## src/rtl/cp0_redirect_pkg.sv

```systemverilog
// Shared CP0 constants: register numbers, SR/Cause field positions, exception codes and
// default handler/PRId values.
package cp0_redirect_pkg;

    localparam logic [4:0] CP0_SR    = 5'd12;
    localparam logic [4:0] CP0_CAUSE = 5'd13;
    localparam logic [4:0] CP0_EPC   = 5'd14;
    localparam logic [4:0] CP0_PRID  = 5'd15;

    localparam int unsigned SR_IE        = 0;
    localparam int unsigned SR_EXL       = 1;
    localparam int unsigned SR_IM_LO     = 10;
    localparam int unsigned SR_IM_HI     = 15;
    localparam int unsigned CAUSE_EXC_LO = 2;
    localparam int unsigned CAUSE_EXC_HI = 6;
    localparam int unsigned CAUSE_IP_LO  = 10;
    localparam int unsigned CAUSE_IP_HI  = 15;
    localparam int unsigned CAUSE_BD     = 31;

    typedef enum logic [4:0] {
        EXC_INT  = 5'd0,
        EXC_ADEL = 5'd4,
        EXC_ADES = 5'd5,
        EXC_RI   = 5'd10,
        EXC_OV   = 5'd12
    } exc_code_e;

    localparam logic [31:0] HANDLER_PC_DEF = 32'h0000_4180;
    localparam logic [31:0] PRID_VAL_DEF   = 32'h2019_0007;

    function automatic logic [31:0] word_align(input logic [31:0] a);
        return {a[31:2], 2'b00};
    endfunction

endpackage

```

## src/rtl/cp0_redirect.sv

```systemverilog
// M-stage CP0: interrupt/exception/eret decision, SR/Cause/EPC state and the
// combinational flush + redirect PC sent back toward fetch.
module cp0_redirect
    import cp0_redirect_pkg::*;
#(
    parameter logic [31:0] HANDLER_PC = HANDLER_PC_DEF,
    parameter logic [31:0] PRID_VAL   = PRID_VAL_DEF
) (
    input  logic        clk,
    input  logic        reset,
    input  logic [31:0] PC_M,
    input  logic        valid_M,
    input  logic        BD_M,
    input  logic [4:0]  ExcCode_M,
    input  logic        eret_M,
    input  logic [5:0]  HWInt,
    input  logic        we,
    input  logic [4:0]  addr,
    input  logic [31:0] din,
    output logic [31:0] dout,
    output logic [31:0] EPC_out,
    output logic        redirect,
    output logic [31:0] redirect_pc
);

    logic [5:0]  im_q;
    logic        exl_q;
    logic        ie_q;
    logic        bd_q;
    logic [5:0]  ip_q;
    logic [4:0]  exc_q;
    logic [31:0] epc_q;

    logic        req_en;
    logic        int_req;
    logic        exc_req;
    logic        take;
    logic        eret_go;
    logic [31:0] sr_word;
    logic [31:0] cause_word;

    // Gating with reset keeps redirect low while reset is held, even for exceptions.
    assign req_en  = valid_M & reset;
    assign int_req = req_en & ie_q & ~exl_q & (|(HWInt & im_q));
    assign exc_req = req_en & ~exl_q & (ExcCode_M != 5'd0);
    assign take    = int_req | exc_req;
    assign eret_go = req_en & eret_M & ~take;

    always_comb begin
        redirect    = 1'b0;
        redirect_pc = 32'h0;
        if (take) begin
            redirect    = 1'b1;
            redirect_pc = HANDLER_PC;
        end else if (eret_go) begin
            redirect    = 1'b1;
            redirect_pc = epc_q;
        end
    end

    always_comb begin
        sr_word                              = 32'h0;
        sr_word[SR_IM_HI:SR_IM_LO]           = im_q;
        sr_word[SR_EXL]                      = exl_q;
        sr_word[SR_IE]                       = ie_q;
        cause_word                           = 32'h0;
        cause_word[CAUSE_BD]                 = bd_q;
        cause_word[CAUSE_IP_HI:CAUSE_IP_LO]  = ip_q;
        cause_word[CAUSE_EXC_HI:CAUSE_EXC_LO] = exc_q;
    end

    always_comb begin
        dout = 32'h0;
        case (addr)
            CP0_SR:    dout = sr_word;
            CP0_CAUSE: dout = cause_word;
            CP0_EPC:   dout = epc_q;
            CP0_PRID:  dout = PRID_VAL;
            default:   dout = 32'h0;
        endcase
    end

    assign EPC_out = epc_q;

    always_ff @(posedge clk or negedge reset) begin
        if (!reset) begin
            im_q  <= 6'h0;
            exl_q <= 1'b0;
            ie_q  <= 1'b0;
            bd_q  <= 1'b0;
            ip_q  <= 6'h0;
            exc_q <= 5'h0;
            epc_q <= 32'h0;
        end else begin
            ip_q <= HWInt;
            if (take) begin
                exl_q <= 1'b1;
                exc_q <= int_req ? EXC_INT : ExcCode_M;
                bd_q  <= BD_M;
                epc_q <= word_align(BD_M ? (PC_M - 32'd4) : PC_M);
            end else if (eret_go) begin
                exl_q <= 1'b0;
            end
            // A faulting or interrupted mtc0 must not commit.
            if (we && !take) begin
                case (addr)
                    CP0_SR: begin
                        im_q  <= din[SR_IM_HI:SR_IM_LO];
                        exl_q <= din[SR_EXL];
                        ie_q  <= din[SR_IE];
                    end
                    CP0_EPC: epc_q <= word_align(din);
                    default: ;
                endcase
            end
        end
    end

endmodule

```

## config.mk

```make
export PLATFORM = sky130hd
export DESIGN_NAME = cp0_redirect
export DESIGN_NICKNAME = d
export VERILOG_FILES = /design/src/rtl/cp0_redirect_pkg.sv /design/src/rtl/cp0_redirect.sv
export SDC_FILE = /design/constraint.sdc
export NUM_CORES = 1
export LEC_CHECK = 0
export BUFFER_PORTS_ARGS = -buffer_cell sky130_fd_sc_hd__buf_2
export CAP_MARGIN = 20
export CORE_MARGIN = 10
export CORE_UTILIZATION = 39
export CTS_CLUSTER_DIAMETER = 60
export CTS_CLUSTER_SIZE = 30
export DETAILED_ROUTE_END_ITERATION = 16
export GPL_TIMING_DRIVEN = 0
export PLACE_DENSITY = 0.78
export SLEW_MARGIN = 5
export SYNTH_ARGS = -nofsm -noshare
export SYNTH_HDL_FRONTEND = slang
export SYNTH_SLANG_ARGS = --single-unit
```

## constraint.sdc

```tcl
create_clock -name clk -period 1.9 [get_ports clk]
set_input_delay 0.19 -clock clk [delete_from_list [all_inputs] [get_ports clk]]
set_output_delay 0.19 -clock clk [all_outputs]
set_load 0.005 [all_outputs]
```

Yosys cells after proc, flatten, opt, wreduce, memory -nomap -nowiden
Cells that the tools add are included.

Flip-flop bits (word level): 52. Bits of input ports: 86. Output and inout bits: 97.

$add $sub $neg: 1. Equal/unequal tests: 4. Multiplexer cells: 14. Bitwise logic cells: 12. Reduce and logical (&&, ||, !) cells: 5.

Operators with widths (number): $mux 32 (6); $pmux 32 s4 (1); $sub 32x3->32 const B (1); $eq 5x4->1 const B (4); $and 1x1->1 (8); $and 6x6->6 (1); $mux 1 (6); $reduce_or 6->1 (1); $mux 5 (1); $reduce_bool 5->1 (1); $not 1->1 (2); $reduce_and 2->1 (1); $logic_and 1x1->1 (1); $logic_not 1->1 (1); $or 1x1->1 (1).

Depth between registers and ports, before layout
Depth in word-level cells: 11. Gate-level depth with buffers: 9. Mapped depth without buffers: 7.

Least setup slack after synthesis
OpenSTA, ideal clock, no wires.

Path type: reg-to-output. Start point: reg exl_q. End point: out redirect_pc[28]. Data arrival time: 1.502 ns. Required time: 1.710 ns. Setup slack: 0.208 ns. Stages on the path, launching flop included: 7. Buffers on the path: 2. Path through: dfrtp_1 nand4b_1 a31oi_1 and2b_1 buf_4 buf_6 and3_1.

Longest elaborated chain between the ends: 8. Elaborated cells between the ends (all ways): 10.

Ends and longest elaborated chain: from (decl) (line cp0_redirect.sv:27) `logic exl_q;`; from (signal assigned) (line cp0_redirect.sv:109) `exl_q <= din[SR_EXL];`; $not 1->1 (*) (line cp0_redirect.sv:44, cp0_redirect.sv:45); $and 1x1->1 (on tied branches) (2 in series) (line cp0_redirect.sv:44, cp0_redirect.sv:45); $or 1x1->1 (*) (line cp0_redirect.sv:46) `assign take = int_req | exc_req;`; $not 1->1 (line cp0_redirect.sv:47) `assign eret_go = req_en & eret_M & ~take;`; $and 1x1->1 (line cp0_redirect.sv:47); $mux 32 (line cp0_redirect.sv:55) `end else if (eret_go) begin`; $mux 32 (*) (line cp0_redirect.sv:52) `if (take) begin`; to (decl) (line cp0_redirect.sv:23) `output logic [31:0] redirect_pc`.

Mark *: on every way between the ends. The rest lies on a longest branch, timed or not.

Final worst setup path
Start point: reg im_q[1]. End point: out redirect_pc[28].

Longest elaborated chain between the ends: 8.

Ends and longest elaborated chain: from (decl) (line cp0_redirect.sv:26) `logic [5:0] im_q;`; from (signal assigned) (line cp0_redirect.sv:108) `im_q <= din[SR_IM_HI:SR_IM_LO];`; $and 6x6->6 (*) (line cp0_redirect.sv:44) `assign int_req = req_en & ie_q & ~exl_q & (|(HWInt & im_q));`; $reduce_or 6->1 (*) (line cp0_redirect.sv:44); $and 1x1->1 (*) (line cp0_redirect.sv:44); $or 1x1->1 (*) (line cp0_redirect.sv:46); $not 1->1 (line cp0_redirect.sv:47); $and 1x1->1 (line cp0_redirect.sv:47); $mux 32 (line cp0_redirect.sv:55); $mux 32 (*) (line cp0_redirect.sv:52).

Marked as above.

==> results by stage <==
Routing:
- The DRC marker count from the first detailed-route iteration is 426.
- The final wirelength is 15.69 mm.
- The number of DRC violations after detailed routing is 0.
- The via count of the routed design is 4128.
- After detailed routing, the number of vias per cell comes to 5.548.
- Before antenna repair, the detailed router went through 5 iterations.
- In the final routed layout, each cell accounts on average for 21.09 um.
- In this run the remaining antenna-violating nets after routing total 0.

Timing:
- The worst clock skew on the final layout is 0.006406 ns.
- For the pin with the worst max-slew slack, the measured transition is 0.7806 ns.
- The tightest hold path in the finished design has a slack of 0.02272 ns.
- Derived from the worst setup path, the maximum achievable clock frequency is 0.4634 GHz.
- Setup repair after global routing could not meet its margin everywhere.
- The hold violation total from the final report is 0.
- The count of endpoints failing setup in the final report is 40.
- The worst-case setup margin in the final layout is -0.2582 ns.
- Setup total negative slack on the finished layout was measured at -7.239 ns.
- The max-slew violation total from the final report is 0.
- In this run the tightest slew margin relative to its limit is 0.4779.
- The post-route fraction of the period consumed by the critical path is 1.136.
- Counting I/O delays and the setup requirement, the final critical path takes 2.158 ns.

Critical path:
- The slowest stage of the critical path is the sky130_fd_sc_hd__dfrtp_1 cell.
- The most common cell type on the critical path is sky130_fd_sc_hd__buf_6.
- The required arrival time at the worst endpoint is 1.71 ns.
- The critical path contains buffers and inverters numbering 3 combined.
- STA classifies the critical path startpoint as a register.
- The arrival time at the worst endpoint is 1.97 ns.
- In this design, the stage delay of the slowest critical-path cell is 0.43 ns.
- The critical path in this run is classified as register to output port.
- The endpoint of the lowest-slack register-to-register path is im_q[0].
- The endpoint class of the critical path is an output port.
- The startpoint of the worst register-to-register path is im_q[1].
- The cell family contributing the most delay on the critical path is simple AND/OR/NAND/NOR gates.
- Counting cells, the worst reg-to-reg path comes to 6.
- Of all nets on the critical path, the largest fanout is 7.
- The reg2reg setup slack is -0.12 ns.
- Walking the worst path, the cells encountered are a22oi_2, a31oi_4, and2b_2, buf_6, buf_8, and3_4, buf_6.

Floorplanning:
- 183 I/O pins were placed.
- The number of core rows is 35.
- The height of the die is 118.5 um.
- The area enclosed by the die boundary is 14040 um^2.
- The area of the core is 9328 um^2.
- The starting density of the core is 0.4056.
- The floorplan step set the die width to 118.5 um.

Power:
- Power spread over the standard cell area amounts to 877.3 nW/um^2.
- The total internal power is 2.809 mW.
- The worst ir drop on vdd is 0.3440 mV.
- Of the total power, the clock network draws 0.146.
- The share of total power dissipated in sequential elements is 0.440.
- The fraction of power spent switching nets is 0.3945.
- The power after layout is 4.640 mW.
- Summed over all cells, the static leakage comes to 2.624 nW.
- The share of total power dissipated in combinational logic is 0.414.
- The analysis attributes to net switching a power of 1.830 mW.

Yosys:
- For this run, the leading register cell type out of synthesis is sky130_fd_sc_hd__dfrtp_1.
- The post-synthesis area per instance is 9.206 um^2.
- The number of enable-type register cells in the synthesized netlist is 0.
- The cell area after synthesis is 3784 um^2.
- The number of library cell types mapped by synthesis is 48.
- The post-synthesis cell count is 411.
- The count of warnings emitted by yosys is 0.
- The synthesized design contains 52 register bits.
- For this run, the register share of the synthesized area comes to 0.3439.
- Counting every net in the synthesized netlist gives 498.
- Yosys attributes the largest share of cell area to sky130_fd_sc_hd__dfrtp_1 (34%), sky130_fd_sc_hd__and3_1 (7.6%), sky130_fd_sc_hd__a211oi_2 (5.6%).
- The most area-hungry cell type in the Yosys netlist is sky130_fd_sc_hd__dfrtp_1.
- The share of Yosys cell area claimed by the top area cell type is 0.3439.
- The fraction of registers with async set/reset is 1.000.

Clock network:
- The clock passes through at most 2 buffers.
- The CTS tree is built.
- The CTS buffer count is 5.
- The root buffer cell chosen for the clock tree is sky130_fd_sc_hd__clkbuf_8.
- The H-tree generated during clock tree synthesis spans 2 levels.
- For the worst-skew pair, the clock arrives at the later sink with an insertion delay of 0.31 ns.
- Clock-pin slew was measured on the worst setup and hold paths at 0.09 ns.
- The tree built by TritonCTS fans out to 52 sinks.

Cells and area:
- The area growth from synthesis to layout is 39.78%.
- The final-layout fill cell count is 846.
- The count of nets after finishing is 701.
- The antenna diode count is 0.
- The ratio of cells with drive above 1 in the final layout is 0.4618.

GRT:
- Across every metal layer, demand over resource in global routing totals 0.2114.
- Entering global routing, the biggest net connects 37 pins.
- The number of global-route vias before repair is 4310.
- The global route total overflow is 0.
- The global-route wire length before repair is 24.20 mm.
- The initial antenna violation count is 0.

Hold path:
- The depth of the worst hold-timing path is 1.
- The startpoint identified for the worst hold timing path is HWInt[0].
- In this run the worst hold path is classified as input port to register.
- The worst hold path terminates at ip_q[0].

Flow run:
- The tool flagged a number of max-cap violations equal to 0.

Placed design:
- The final weighted congestion of routability-driven global placement is 0.8966.
- During placement, the flow inserted port buffers numbering 179.
- The estimated wirelength of the detail-placed design is 12.39 mm.

Run status:
- The flow ran to the end, but the final reports show violations.
- The final reports fail on negative setup slack.
## Yosys cell counts (2+ instances only)
cell type,count
sky130_fd_sc_hd__nand4b_1,2
sky130_fd_sc_hd__nor4b_4,2
sky130_fd_sc_hd__and4bb_2,3
sky130_fd_sc_hd__nor4_1,4
sky130_fd_sc_hd__a31oi_1,2
sky130_fd_sc_hd__nor4_4,2
sky130_fd_sc_hd__nor3b_2,3
sky130_fd_sc_hd__xor2_1,13
sky130_fd_sc_hd__and3b_1,2
sky130_fd_sc_hd__a22oi_1,9
sky130_fd_sc_hd__nor2b_1,23
sky130_fd_sc_hd__a211oi_2,17
sky130_fd_sc_hd__buf_4,4
sky130_fd_sc_hd__buf_2,11
sky130_fd_sc_hd__nor2_1,38
sky130_fd_sc_hd__nand2b_1,3
sky130_fd_sc_hd__a211oi_1,3
sky130_fd_sc_hd__a22o_1,2
sky130_fd_sc_hd__nand3_1,7
sky130_fd_sc_hd__xnor2_1,14
sky130_fd_sc_hd__mux2i_1,16
sky130_fd_sc_hd__inv_1,2
sky130_fd_sc_hd__buf_6,5
sky130_fd_sc_hd__clkbuf_1,11
sky130_fd_sc_hd__o21ai_0,10
sky130_fd_sc_hd__nor4_2,3
sky130_fd_sc_hd__o21ai_1,4
sky130_fd_sc_hd__dfrtp_1,52
sky130_fd_sc_hd__and3_1,46
sky130_fd_sc_hd__a21oi_1,31
sky130_fd_sc_hd__nor3_1,5
sky130_fd_sc_hd__mux2_4,7
sky130_fd_sc_hd__nand2_1,40
## flip-flops by register name (all words and copies together) (netlist names)
| register | flops |
|---|---|
| exl_q | 1 |
| bd_q | 1 |
| ip_q | 6 |
| ie_q | 1 |
| EPC_out | 32 |
| im_q | 6 |
| exc_q | 5 |
## routing by layer
layer  global-route usage  up-vias  part of all wire
met5                    0        -                 0
met4              0.09237        0             0.042
met3              0.04379       56             0.072
met2               0.3651      224              0.50
met1               0.2475     1979              0.39
li1                     -     1869                 -
## layout make-up
class,instances,area (um^2),share of cell area
clock buffer,6,82.58,0.01561
multi-input combinational,326,2387,0.4514
inverter,2,7.507,0.001419
timing repair buffer,197,1141,0.2158
sequential,52,1303,0.2463
buffer,30,191.4,0.03620
tap,129,161.4,0.03052
clock inverter,2,15.01,0.002839
## cells by family (layout without fill, tap and decap cells)
group | Yosys count | count (layout) | synth area share
AO/OA/AOI/OAI | 81 | 81 | 0.1591
XOR/XNOR | 27 | 27 | 0.06250
multiplexers | 23 | 23 | 0.07010
AND/OR/NAND/NOR | 194 | 194 | 0.3109
flip-flops | 52 | 52 | 0.3439
adder cells (fa/ha/maj) | 1 | 1 | 0.003306
buffers and inverters | 33 | 237 | 0.05026
## worst max path at each step
stage | from | endpoint | cells past startpoint
floorplan | exl_q | redirect_pc[28] | 6
global route | im_q[1] | redirect_pc[29] | 7
detailed placement | reset | redirect_pc[29] | 9
CTS | im_q[0] | redirect_pc[29] | 7
global placement | reset | redirect_pc[28] | 8
finish | im_q[1] | redirect_pc[28] | 7
## cells in the final DEF, fill, tap and decap left out, types with 7 or more instances in the layout
cell type / synthesis / final
sky130_fd_sc_hd__mux2i_1: 16 / 16
sky130_fd_sc_hd__clkbuf_1: 11 / 10
sky130_fd_sc_hd__mux2_4: 7 / 7
sky130_fd_sc_hd__a211oi_2: 17 / 19
sky130_fd_sc_hd__nor2_1: 38 / 38
sky130_fd_sc_hd__and3_1: 46 / 40
sky130_fd_sc_hd__nor2b_1: 23 / 23
sky130_fd_sc_hd__o21ai_0: 10 / 10
sky130_fd_sc_hd__xnor2_1: 14 / 14
sky130_fd_sc_hd__dfrtp_1: 52 / 51
sky130_fd_sc_hd__a21oi_1: 31 / 31
sky130_fd_sc_hd__buf_6: 5 / 13
sky130_fd_sc_hd__nand3_1: 7 / 7
sky130_fd_sc_hd__buf_4: 4 / 16
sky130_fd_sc_hd__buf_2: 11 / 179
sky130_fd_sc_hd__nand2_1: 40 / 37
sky130_fd_sc_hd__xor2_1: 13 / 13
## power by group through the flow
stage | Sequential (mW) | Clock (mW) | Combinational [mW]
finish | 2.04 | 0.677 | 1.92
global route | 2.08 | 0.737 | 2.10
CTS | 2.00 | 0.694 | 1.85
detailed placement | 2.02 | 0 | 1.73
global placement | 2.01 | 0 | 1.69
floorplan | 1.82 | 0 | 0.943
## stage by stage
step | utilization | setup slack [ns] | cells | cell area (um^2)
6_report | 0.5670 | -0.2582 | 744 | 5289
3_3_place_gp | 0.5190 | -1.057 | 719 | 4841
3_5_place_dp | 0.5211 | -0.6148 | 720 | 4861
5_1_grt | 0.5670 | -0.3078 | 744 | 5289
4_1_cts | 0.5549 | -0.2482 | 737 | 5176
2_1_floorplan | - | 0.2082 | 411 | 3784
## what timing repair did
item	4_1_cts	5_1_grt
gates cloned	1	0
pin swaps	3	5
hold buffers	3	1
setup buffers	6	7
endpoints found under the setup margin	69	56
endpoints found under the hold margin	16	1
gates resized for setup	23	13
No activity file was read; power rests on OpenSTA's default activity.
